## config.mk

```make
export PLATFORM = sky130hd
export DESIGN_NAME = lvds_rx_align
export DESIGN_NICKNAME = d
export VERILOG_FILES = /design/src/rtl/lvds_pkg.sv /design/src/rtl/lvds_rx_lane_align.sv /design/src/rtl/lvds_rx_align.sv
export SDC_FILE = /design/constraint.sdc
export NUM_CORES = 1
export LEC_CHECK = 0
export CORE_ASPECT_RATIO = 0.7
export CORE_MARGIN = 2
export CORE_UTILIZATION = 36
export DETAILED_ROUTE_END_ITERATION = 16
export SLEW_MARGIN = 5
export SYNTH_ARGS = -nofsm -noshare
export SYNTH_HDL_FRONTEND = slang
export SYNTH_SLANG_ARGS = --single-unit
```

## constraint.sdc

```tcl
create_clock -name pclk -period 11.76 [get_ports pclk]
set_clock_uncertainty 0.05 [all_clocks]
set_input_delay 2.352 -clock pclk [delete_from_list [all_inputs] [get_ports pclk]]
set_output_delay 2.352 -clock pclk [all_outputs]
set_load 0.05 [all_outputs]
```

## src/rtl/lvds_pkg.sv

```systemverilog
// Shared definitions for the 7:1 LVDS receive aligner: clock-lane pattern,
// lock FSM states and the VESA/JEIDA bit unmapping.
package lvds_pkg;

  localparam logic [6:0] LVDS_CLK_PATTERN = 7'b1100011;

  typedef enum logic [1:0] {SEARCH, CHECK, LOCKED} state_t;

  typedef struct packed {
    logic        de;
    logic        vs;
    logic        hs;
    logic [23:0] rgb;
  } pixel_t;

  // w = {L3, L2, L1, L0}; L3 bit 6 carries no pixel information
  function automatic pixel_t unmap_vesa(input logic [27:0] w);
    pixel_t p;
    p.de         = w[20];
    p.vs         = w[19];
    p.hs         = w[18];
    p.rgb[23:16] = {w[22:21], w[5:0]};
    p.rgb[15:8]  = {w[24:23], w[11:7], w[6]};
    p.rgb[7:0]   = {w[26:25], w[17:14], w[13:12]};
    return p;
  endfunction

  function automatic pixel_t unmap_jeida(input logic [27:0] w);
    pixel_t p;
    p.de         = w[20];
    p.vs         = w[19];
    p.hs         = w[18];
    p.rgb[23:16] = {w[5:0], w[22:21]};
    p.rgb[15:8]  = {w[11:7], w[6], w[24:23]};
    p.rgb[7:0]   = {w[17:14], w[13:12], w[26:25]};
    return p;
  endfunction

endpackage

```

## src/rtl/lvds_rx_lane_align.sv

```systemverilog
// One LVDS lane: polarity fix, prev/cur sample history and the 7:1 offset
// mux that picks the aligned word out of the 14-bit window.
module lvds_rx_lane_align #(
  parameter bit INV = 1'b0
) (
  input  logic        pclk,
  input  logic        rst,
  input  logic        en,
  input  logic [6:0]  sample,
  input  logic [2:0]  offset,
  output logic [13:0] win14,
  output logic [6:0]  window
);

  logic [6:0] cur_p0;
  logic [6:0] prev_p0;

  // Stage A: sample history, advanced only by valid samples
  always_ff @(posedge pclk or posedge rst) begin
    if (rst) begin
      cur_p0  <= '0;
      prev_p0 <= '0;
    end else if (en) begin
      prev_p0 <= cur_p0;
      cur_p0  <= sample ^ {7{INV}};
    end
  end

  assign win14 = {prev_p0, cur_p0};

  always_comb begin
    case (offset)
      3'd0:    window = win14[13:7];
      3'd1:    window = win14[12:6];
      3'd2:    window = win14[11:5];
      3'd3:    window = win14[10:4];
      3'd4:    window = win14[9:3];
      3'd5:    window = win14[8:2];
      3'd6:    window = win14[7:1];
      default: window = win14[13:7];
    endcase
  end

endmodule

```

## src/rtl/lvds_rx_align.sv

```systemverilog
// 7:1 LVDS receive word aligner: finds the word boundary on the clock lane,
// tracks lock, realigns the four data lanes and unmaps them to video.
module lvds_rx_align
  import lvds_pkg::*;
#(
  parameter string PROTOCOL  = "VESA",
  parameter bit    CLOCKINV  = 1'b0,
  parameter bit    DATA0INV  = 1'b0,
  parameter bit    DATA1INV  = 1'b0,
  parameter bit    DATA2INV  = 1'b0,
  parameter bit    DATA3INV  = 1'b0,
  parameter int    LOCK_CNT  = 16,
  parameter int    ERR_LIMIT = 4
) (
  input  logic        pclk,
  input  logic        rst,
  input  logic        rx_valid,
  input  logic [6:0]  rx_clk_word,
  input  logic [27:0] rx_data_word,
  output logic        vs,
  output logic        hs,
  output logic        de,
  output logic [23:0] rgb,
  output logic        out_valid,
  output logic        locked,
  output logic [2:0]  align_offset,
  output logic [7:0]  lock_loss_cnt
);

  if (PROTOCOL != "VESA" && PROTOCOL != "JEIDA") begin : g_bad_protocol
    $error("lvds_rx_align: PROTOCOL must be \"VESA\" or \"JEIDA\"");
  end
  if (LOCK_CNT < 1 || LOCK_CNT > 255) begin : g_bad_lock_cnt
    $error("lvds_rx_align: LOCK_CNT must be in 1..255");
  end
  if (ERR_LIMIT < 1 || ERR_LIMIT > 15) begin : g_bad_err_limit
    $error("lvds_rx_align: ERR_LIMIT must be in 1..15");
  end

  localparam bit       IS_JEIDA = (PROTOCOL == "JEIDA");
  // Lane 4 is the clock lane; lanes 0..3 are the data lanes
  localparam bit [4:0] INV_MASK = {CLOCKINV, DATA3INV, DATA2INV, DATA1INV, DATA0INV};

  logic [6:0]  lane_in [5];
  logic [13:0] win14   [5];
  logic [6:0]  window  [5];

  for (genvar n = 0; n < 4; n++) begin : g_data_in
    assign lane_in[n] = rx_data_word[7*n +: 7];
  end
  assign lane_in[4] = rx_clk_word;

  for (genvar n = 0; n < 5; n++) begin : g_lane
    lvds_rx_lane_align #(.INV(INV_MASK[n])) u_lane (
      .pclk   (pclk),
      .rst    (rst),
      .en     (rx_valid),
      .sample (lane_in[n]),
      .offset (align_offset),
      .win14  (win14[n]),
      .window (window[n])
    );
  end

  logic vld_p0;
  always_ff @(posedge pclk or posedge rst) begin
    if (rst) vld_p0 <= 1'b0;
    else     vld_p0 <= rx_valid;
  end

  // Descending scan so the lowest matching offset wins
  logic       hit_any;
  logic [2:0] hit_k;
  always_comb begin
    hit_any = 1'b0;
    hit_k   = '0;
    for (int k = 6; k >= 0; k--) begin
      if (7'(win14[4] >> (7 - k)) == LVDS_CLK_PATTERN) begin
        hit_any = 1'b1;
        hit_k   = 3'(k);
      end
    end
  end

  logic match_p0;
  assign match_p0 = (window[4] == LVDS_CLK_PATTERN);

  state_t     state;
  logic [7:0] match_cnt;
  logic [3:0] err_cnt;

  always_ff @(posedge pclk or posedge rst) begin
    if (rst) begin
      state         <= SEARCH;
      align_offset  <= '0;
      match_cnt     <= '0;
      err_cnt       <= '0;
      locked        <= 1'b0;
      lock_loss_cnt <= '0;
    end else if (vld_p0) begin
      case (state)
        SEARCH: begin
          if (hit_any) begin
            align_offset <= hit_k;
            match_cnt    <= 8'd1;
            if (LOCK_CNT == 1) begin
              state  <= LOCKED;
              locked <= 1'b1;
            end else begin
              state <= CHECK;
            end
          end
        end
        CHECK: begin
          if (match_p0) begin
            match_cnt <= match_cnt + 8'd1;
            if (match_cnt == 8'(LOCK_CNT - 1)) begin
              state  <= LOCKED;
              locked <= 1'b1;
            end
          end else begin
            state     <= SEARCH;
            match_cnt <= '0;
          end
        end
        LOCKED: begin
          if (match_p0) begin
            err_cnt <= '0;
          end else if (err_cnt == 4'(ERR_LIMIT - 1)) begin
            state     <= SEARCH;
            locked    <= 1'b0;
            err_cnt   <= '0;
            match_cnt <= '0;
            if (lock_loss_cnt != 8'hff) lock_loss_cnt <= lock_loss_cnt + 8'd1;
          end else begin
            err_cnt <= err_cnt + 4'd1;
          end
        end
        default: state <= SEARCH;
      endcase
    end
  end

  // Stage B: aligned windows plus the lock state seen by this word
  logic        vld_p1;
  logic        lock_p1;
  logic [27:0] data_p1;
  always_ff @(posedge pclk or posedge rst) begin
    if (rst) begin
      vld_p1  <= 1'b0;
      lock_p1 <= 1'b0;
      data_p1 <= '0;
    end else begin
      vld_p1 <= vld_p0;
      if (vld_p0) begin
        lock_p1 <= locked;
        data_p1 <= {window[3], window[2], window[1], window[0]};
      end
    end
  end

  pixel_t pix_p1;
  always_comb pix_p1 = IS_JEIDA ? unmap_jeida(data_p1) : unmap_vesa(data_p1);

  // Stage C: decoded outputs, blanked until lock is established
  always_ff @(posedge pclk or posedge rst) begin
    if (rst) begin
      out_valid <= 1'b0;
      de        <= 1'b0;
      vs        <= 1'b0;
      hs        <= 1'b0;
      rgb       <= '0;
    end else begin
      out_valid <= vld_p1 & lock_p1;
      if (vld_p1) {de, vs, hs, rgb} <= lock_p1 ? pix_p1 : '0;
    end
  end

endmodule

```

==> load_flow_metrics.sql, run 1 <==
INSERT INTO impl_metrics (metric_group, metric, value, unit) VALUES
('setup_path', 'critPathTopFamily', 'buffers and inverters', ''),
('clock_network', 'post_cts_resize_count', '0', ''),
('setup_path', 'worst_setup_end_kind', 'output port', ''),
('global_routing', 'grt_antenna_before_repair', '0', ''),
('power_and_ir_drop', 'power_density', '238.0', 'nW/um^2'),
('logic_synthesis', 'warnings_synthesis', '0', ''),
('timing', 'timing.final.max_slew_violations', '0', ''),
('place', 'detailed_placement_hpwl', '14.01', 'mm'),
('logic_synthesis', 'synth_fp_nets', '883', ''),
('logic_synthesis', 'synth-xor-area-share', '0.7622', '%'),
('drt', 'postRouteAntennaNets', '0', ''),
('timing', 'achievable-frequency', '210.4', 'MHz'),
('clock_network', 'cts_buffer_count', '17', ''),
('power_and_ir_drop', 'vdd_ir_drop_max', '115.0', 'uV'),
('setup_path', 'worstPathArrival', '2.35', 'ns'),
('drt', 'firstDrtPassIters', '5', ''),
('final_layout', 'layout_cell_area_excl_fill', '9609', 'sq um'),
('setup_path', 'timing.critical_path.fanout_max', '58', ''),
('logic_synthesis', 'post_synth_and_or_nand_nor_area_fraction', '10.84', '%'),
('timing', 'setup_violations', '0', ''),
('logic_synthesis', 'synth_sequential_area_ratio', '47.60', '%'),
('setup_path', 'worst-endpoint-required', '9.36', 'ns'),
('clock_network', 'root_buffer', 'clkbuf_16', ''),
('timing', 'finalCritPeriodShare', '40.41', '%'),
('setup_path', 'timing.critical_path.cells', 'buf_4 -> clkdlybuf4s50_1', ''),
('flow_run', 'maxCapViolCount', '0', ''),
('die', 'die_w', '182.7', 'microns'),
('final_layout', 'post_synthesis_to_final_layout_area_growth', '19.46', '%'),
('min_path', 'holdPathEnd', 'hs$_DFFE_PP0P_', ''),
('logic_synthesis', 'yosys.area_share.adder', '1.089', '%'),
('place', 'place_inst', '1146', ''),
('global_routing', 'grt_max_degree', '88', ''),
('outcome', 'outcome', 'finished clean', ''),
('logic_synthesis', 'synth_area_per_cell', '9.599', 'sq um'),
('timing', 'grt_setup_unrepaired', 'false', ''),
('setup_path', 'worstPathBufferInverterCount', '2', ''),
('place', 'detailedPlace.worstSlack', '7.320', 'ns'),
('clock_network', 'cts_max_level', '4', ''),
('clock_network', 'worstSkewPairLatency', '0.44', 'ns'),
('logic_synthesis', 'complex_gate_fraction_of_the_synthesized_area', '20.78', '%'),
('final_layout', 'antenna_cells_inserted', '0', ''),
('global_routing', 'gr-usage-all-layers', '18.85', '%'),
('setup_path', 'timing.reg2reg.worst_path_depth', '9', ''),
('die', 'die_height', '129.1', 'microns'),
('clock_network', 'cts.sink_count', '153', ''),
('final_layout', 'drive_above_1_share', '13.73', '%'),
('die', 'initial_core_util', '36.92', '%'),
('drt', 'drc', '0', ''),
('global_routing', 'grt_pass1_vias', '6049', ''),
('drt', 'vias', '6645', ''),
('min_path', 'min_path_cells', '2', ''),
('min_path', 'hp-class', 'reg2reg', ''),
('setup_path', 'crit_type', 'reg2out', ''),
('final_layout', 'instances_no_fill', '1178', ''),
('place', 'place.gp.congestion', '0.8825', ''),
('die', 'design.die.area', '23580', 'sq um'),
('setup_path', 'crit-reg2reg-capture', 'match_cnt[5]$_DFFE_PP0P_', ''),
('min_path', 'min_from', 'data_p1[18]$_DFFE_PP0P_', ''),
('final_layout', 'num-nets-final', '928', ''),
('timing', 'worst_pin_slew', '0.9443', 'ns'),
('timing', 'layout_min_cycle_time', '4.752', 'ns'),
('die', 'placeable_area', '21790', 'sq um'),
('logic_synthesis', 'ys_seq_elements', '153', ''),
('timing', 'final.setup.worst_slack', '7.008', 'ns'),
('logic_synthesis', 'fraction_of_synthesis_flops_using_an_asynchronous_set_or_reset_pin', '100.0', '%'),
('setup_path', 'critical_path.slowest_cell', 'clkdlybuf4s50_1', ''),
('timing', 'setup_tns', '0', 'ns'),
('clock_network', 'cts.hold.buffers_added', '0', ''),
('die', 'pin_count', '78', ''),
('clock_network', 'clk_pin_slew', '0.07', 'ns'),
('global_routing', 'grt_first_pass_wirelength', '34.60', 'mm');
[logic make-up (layout without fill, tap and decap cells)]
logic type	Yosys count	count (layout)
compound gates	264	264
simple gates	183	183
flops	153	153
buf+inv	134	192
mux	90	90
fa+ha+maj	7	7
xor+xnor	7	7
[placed cells by master, fill, tap and decap left out, types with 4 or more instances in the layout]
master           Yosys  layout
and2_1               4       4
nor2b_1              9       9
nand4_1              4       4
and3b_1              4       4
a21oi_1             39      38
mux2i_1             21      21
o221ai_1            32      32
o22ai_1              7       7
a221oi_1            14      14
clkdlybuf4s50_1      0      76
mux2_2              67      67
a211oi_1             4       4
inv_8                0       4
nand2_1             77      77
o211ai_1            18      18
nand2b_1             5       5
clkbuf_16            0      17
nand3_1             18      18
buf_4                2      10
inv_1               71      70
nor2_1              39      39
a31oi_1              9       9
o21bai_1             4       4
a22o_1               5       5
dfrtp_1            153     152
ha_1                 7       7
and3_1               4       4
inv_6                0       7
xnor2_1              5       5
a21o_1               4       4
o21ai_0            110     110
[cell usage after synthesis, types with 5 or more instances]
library cell / n / area share [%]
a22o_1: 5 / 0.54
o21ai_0: 110 / 6.8
o211ai_1: 18 / 1.7
o22ai_1: 7 / 0.54
nand3_1: 18 / 1.1
nand2_1: 77 / 3.6
o221ai_1: 32 / 3.5
inv_1: 71 / 3.3
nand2b_1: 5 / 0.39
a31oi_1: 9 / 0.70
mux2i_1: 21 / 2.6
xnor2_1: 5 / 0.54
a221oi_1: 14 / 1.5
nor2_1: 39 / 1.8
nor2b_1: 9 / 0.70
buf_2: 5 / 0.31
clkbuf_1: 47 / 2.2
ha_1: 7 / 1.1
a21oi_1: 39 / 2.4
mux2_2: 67 / 9.4
dfrtp_1: 153 / 48
buf_1: 6 / 0.28
[registers in the layout (all words and copies together) (netlist names)]
name,cells
state,2
hs,1
vld_p0,1
err_cnt,4
rgb,24
g_lane.u_lane.prev_p0,34
out_valid,1
data_p1,27
de,1
vld_p1,1
vs,1
locked,1
lock_loss_cnt,8
match_cnt,8
lock_p1,1
g_lane.u_lane.cur_p0,35
align_offset,3
[how the worst max path moves through the flow]
stage,startpoint,end,cells after the start
after floorplan,rst,align_offset[0]$_DFFE_PP0P_,1
after global placement,rst,g_lane[0].u_lane.cur_p0[4]$_DFFE_PP0P_,3
after detailed placement,rst,g_lane[0].u_lane.cur_p0[4]$_DFFE_PP0P_,3
after CTS,align_offset[0]$_DFFE_PP0P_,align_offset[0],2
after global routing,align_offset[0]$_DFFE_PP0P_,align_offset[0],2
final,align_offset[0]$_DFFE_PP0P_,align_offset[0],2
[tightest hold or removal path, delay by kind of cell (launching register included)]
kind / cells / cell delay (ns)
AOI/OAI and AO/OA: 1 / 0.06
DFF: 1 / 0.34
and+or+nand+nor: 1 / 0.05
[final cells by class]
type	instances	area (sq um)
Fill cell	2099	12180
Clock inverter	14	172.7
Clock buffer	18	439.2
Multi-Input combinational cell	551	3695
Inverter	73	279.0
Timing Repair Buffer	87	840.8
Tap cell	282	352.8
Sequential cell	153	3830
[layer usage]
metal / global-route usage, % / up-vias / part of all wire [%]
met3: 4.609 / 28 / 9.3
met5: 0 / - / 0
met4: 6.072 / 0 / 1.5
met1: 29.94 / 3179 / 51
met2: 24.51 / 337 / 38
li1: - / 3101 / -
[power breakdown]
group	switching (mW)	internal, mW	leakage [nW]	total [mW]
Clock	0.248	0.328	0.297	0.577
Sequential	0.124	0.659	1.88	0.782
Combinational	0.601	0.327	1.86	0.928
(Power assumes the default switching activity.)
==> run 2, diff against run 1 <==
==> constraint.sdc (replaced) <==
create_clock -name pclk -period 3.9 [get_ports pclk]
set_clock_uncertainty 0.05 [all_clocks]
set_input_delay 0.78 -clock pclk [delete_from_list [all_inputs] [get_ports pclk]]
set_output_delay 0.78 -clock pclk [all_outputs]
set_load 0.05 [all_outputs]
==> run 2 against run 1 <==
  * Sequential power rose to 3.0 times the previous value
  * Power rose to 3.0 times the previous value
  * Hold slack improved by 0.0065 ns
  * Critical path depth rose by 7
  * Critical path type is now reg2reg
  * Largest cell class unchanged
  * Largest power group unchanged
==> load_flow_metrics.sql, run 2 (synthesis results as in run 1) <==
INSERT INTO impl_metrics (metric_group, metric, value, unit) VALUES
('final_layout', 'most_common_cell_after_layout_fill_and_taps_aside', 'dfrtp_1', ''),
('timing', 'worst_hold_slack', '0.4334', 'ns'),
('flow_run', 'maxCapViolCount', '0', ''),
('drt', 'routedWlPerCell', '18.25', 'microns'),
('die', 'die_height', '129.1', 'microns'),
('clock_network', 'root_buffer', 'clkbuf_16', ''),
('die', 'initial_core_util', '36.92', '%'),
('setup_path', 'critical_path.slowest_cell', 'o21ai_1', ''),
('final_layout', 'layout_cell_area_excl_fill', '9707', 'sq um'),
('timing', 'timing.final.max_slew_violations', '0', ''),
('global_routing', 'grt_first_pass_wirelength', '35.51', 'mm'),
('final_layout', 'final.fill_count', '2075', ''),
('drt', 'drc', '0', ''),
('min_path', 'min_path_cells', '2', ''),
('drt', 'wl_met3', '2.228', 'mm'),
('drt', 'met1Wirelength', '10.93', 'mm'),
('timing', 'final_number_of_hold_violating_endpoints', '0', ''),
('final_layout', 'layout_common_cells', '152 x dfrtp_1, 110 x o21ai_0, 77 x nand2_1, 76 x clkdlybuf4s50_1, 70 x inv_1', ''),
('power_and_ir_drop', 'vdd_ir_drop_max', '351.0', 'uV'),
('final_layout', 'top_regs', 'g_lane.u_lane.cur_p0 x35, g_lane.u_lane.prev_p0 x34, data_p1 x27', ''),
('drt', 'dr_wl_met2', '8.303', 'mm'),
('place', 'detailed_placement_hpwl', '14.98', 'mm'),
('clock_network', 'clk_pin_slew', '0.07', 'ns'),
('power_and_ir_drop', 'totalPowerFinal', '6.888', 'mW'),
('setup_path', 'timing.critical_path.fanout_max', '23', ''),
('place', 'placed_cell_area', '9116', 'sq um'),
('setup_path', 'worstPathBufferInverterCount', '2', ''),
('drt', 'vias_per_cell', '5.649', ''),
('timing', 'setup_violations', '0', ''),
('die', 'placeable_area', '21790', 'sq um'),
('global_routing', 'gr-usage-all-layers', '19.22', '%'),
('setup_path', 'crit-reg2reg-capture', 'match_cnt[7]$_DFFE_PP0P_', ''),
('final_layout', 'num-nets-final', '939', ''),
('final_layout', 'registers.top_by_ff_count', 'g_lane.u_lane.cur_p0', ''),
('setup_path', 'timing.reg2reg.setup_slack', '0.49', 'ns'),
('final_layout', 'instances_no_fill', '1189', ''),
('drt', 'topRoutingLayerUsed', 'met4', ''),
('clock_network', 'clock_tree_from_tritoncts', 'done', ''),
('setup_path', 'worst_path_largest_cell_delay', '0.69', 'ns'),
('clock_network', 'post_cts_buffers', '0', ''),
('timing', 'worst_pin_slew', '0.9504', 'ns'),
('drt', 'postRouteWirelength', '21.71', 'mm'),
('final_layout', 'antenna_cells_inserted', '0', ''),
('setup_path', 'timing.critical_path.cells', 'buf_4 -> nor2b_1 -> buf_4 -> a31oi_1 -> o21ai_0 -> a211oi_1 -> o21ai_1 -> nor2_1 -> a22o_1', ''),
('global_routing', 'grt_max_degree', '64', ''),
('setup_path', 'crit_type', 'reg2reg', ''),
('timing', 'layout_min_cycle_time', '3.405', 'ns'),
('timing', 'finalCritPeriodShare', '87.31', '%'),
('setup_path', 'critPathTopFamily', 'compound AO/OA/AOI/OAI gates', ''),
('drt', 'vias', '6717', ''),
('timing', 'worst_slew_margin_rel', '36.64', '%'),
('place', 'io_buffer_count', '77', ''),
('power_and_ir_drop', 'cellLeakagePower', '4.085', 'nW'),
('clock_network', 'cts_max_level', '4', ''),
('global_routing', 'grt_overflow', '0', ''),
('die', 'die_w', '182.7', 'microns'),
('place', 'place.gp.congestion', '0.9276', ''),
('drt', 'detailedRoute.firstIterationViolations', '890', ''),
('clock_network', 'cts.sink_count', '153', ''),
('global_routing', 'grt_antenna_before_repair', '0', ''),
('clock_network', 'cts_buffer_depth', '2', ''),
('die', 'design.die.area', '23580', 'sq um'),
('setup_path', 'worst_r2r_startpoint', 'align_offset[1]$_DFFE_PP0P_', ''),
('power_and_ir_drop', 'power_density', '709.6', 'nW/um^2'),
('timing', 'setup_tns', '0', 'ns'),
('drt', 'postRouteAntennaNets', '0', ''),
('clock_network', 'post_cts_resize_count', '0', ''),
('timing', 'grt_setup_unrepaired', 'false', ''),
('setup_path', 'worstPathArrival', '3.67', 'ns'),
('clock_network', 'cts_buffer_count', '17', ''),
('final_layout', 'drive_above_1_share', '14.77', '%'),
('setup_path', 'setup.worst_path.start_class', 'flop', ''),
('setup_path', 'path_common_cell', 'buf_4', ''),
('min_path', 'min_from', 'data_p1[0]$_DFFE_PP0P_', ''),
('place', 'place_inst', '1157', ''),
('setup_path', 'worst-endpoint-required', '4.17', 'ns'),
('clock_network', 'worstSkewPairLatency', '0.43', 'ns'),
('setup_path', 'timing.reg2reg.worst_path_depth', '9', ''),
('min_path', 'holdPathEnd', 'rgb[16]$_DFFE_PP0P_', ''),
('final_layout', 'max_reg_flops', '35', ''),
('min_path', 'hp-class', 'reg2reg', ''),
('drt', 'firstDrtPassIters', '7', ''),
('die', 'pin_count', '78', ''),
('setup_path', 'worst_setup_end_kind', 'flop', ''),
('global_routing', 'grt_pass1_vias', '6298', ''),
('outcome', 'outcome', 'finished clean', ''),
('final_layout', 'post_synthesis_to_final_layout_area_growth', '20.67', '%'),
('timing', 'achievable-frequency', '293.7', 'MHz'),
('die', 'floorplan.rows', '45', ''),
('clock_network', 'cts.hold.buffers_added', '0', '');
-- run 2: through the flow --
stage                     utilization [%]  worst slack (ns)
after floorplan                         -            0.9444
after global placement              41.84            0.6989
after detailed placement            41.84            0.5702
after CTS                           44.55            0.5609
after global routing                44.55            0.1681
final                               44.55            0.4948
-- run 2: power breakdown --
part / switching (mW) / leakage, nW / total, mW / internal [mW]
Clock: 0.747 / 0.286 / 1.67 / 0.925
Sequential: 0.368 / 1.88 / 2.35 / 1.99
Combinational: 1.84 / 1.92 / 2.86 / 1.03
-- run 2: worst max-delay path by stage --
stage,endpoint,from,depth (start not counted),slack (ns)
6_report,match_cnt[7]$_DFFE_PP0P_,align_offset[1]$_DFFE_PP0P_,9,0.49
5_1_grt,match_cnt[7]$_DFFE_PP0P_,align_offset[1]$_DFFE_PP0P_,9,0.17
4_1_cts,match_cnt[7]$_DFFE_PP0P_,align_offset[1]$_DFFE_PP0P_,9,0.56
3_5_place_dp,match_cnt[5]$_DFFE_PP0P_,align_offset[1]$_DFFE_PP0P_,9,0.57
3_3_place_gp,match_cnt[5]$_DFFE_PP0P_,align_offset[1]$_DFFE_PP0P_,9,0.70
2_1_floorplan,lock_loss_cnt[1]$_DFFE_PP0P_,align_offset[0]$_DFFE_PP0P_,10,0.94
-- run 2: worst min-delay path, stage by stage, from the launching register on --
cell and delay, ns:
dfrtp_1 0.34, nand2_1 0.05, o21ai_0 0.06
-- run 2: routing by layer --
layer | GRT usage, % | up-vias
li1 | - | 3132
met1 | 30.45 | 3250
met2 | 24.16 | 312
met3 | 6.043 | 23
met4 | 5.882 | 0
met5 | 0 | -
-- run 2: cell type report --
cell class / instances / area, sq um / area share (%)
Multi-Input combinational cell: 551 / 3695 / 38.06
Tap cell: 282 / 352.8 / 3.635
Clock inverter: 14 / 151.4 / 1.560
Inverter: 73 / 277.8 / 2.862
Clock buffer: 18 / 439.2 / 4.524
Timing Repair Buffer: 98 / 960.9 / 9.899
Sequential cell: 153 / 3830 / 39.46
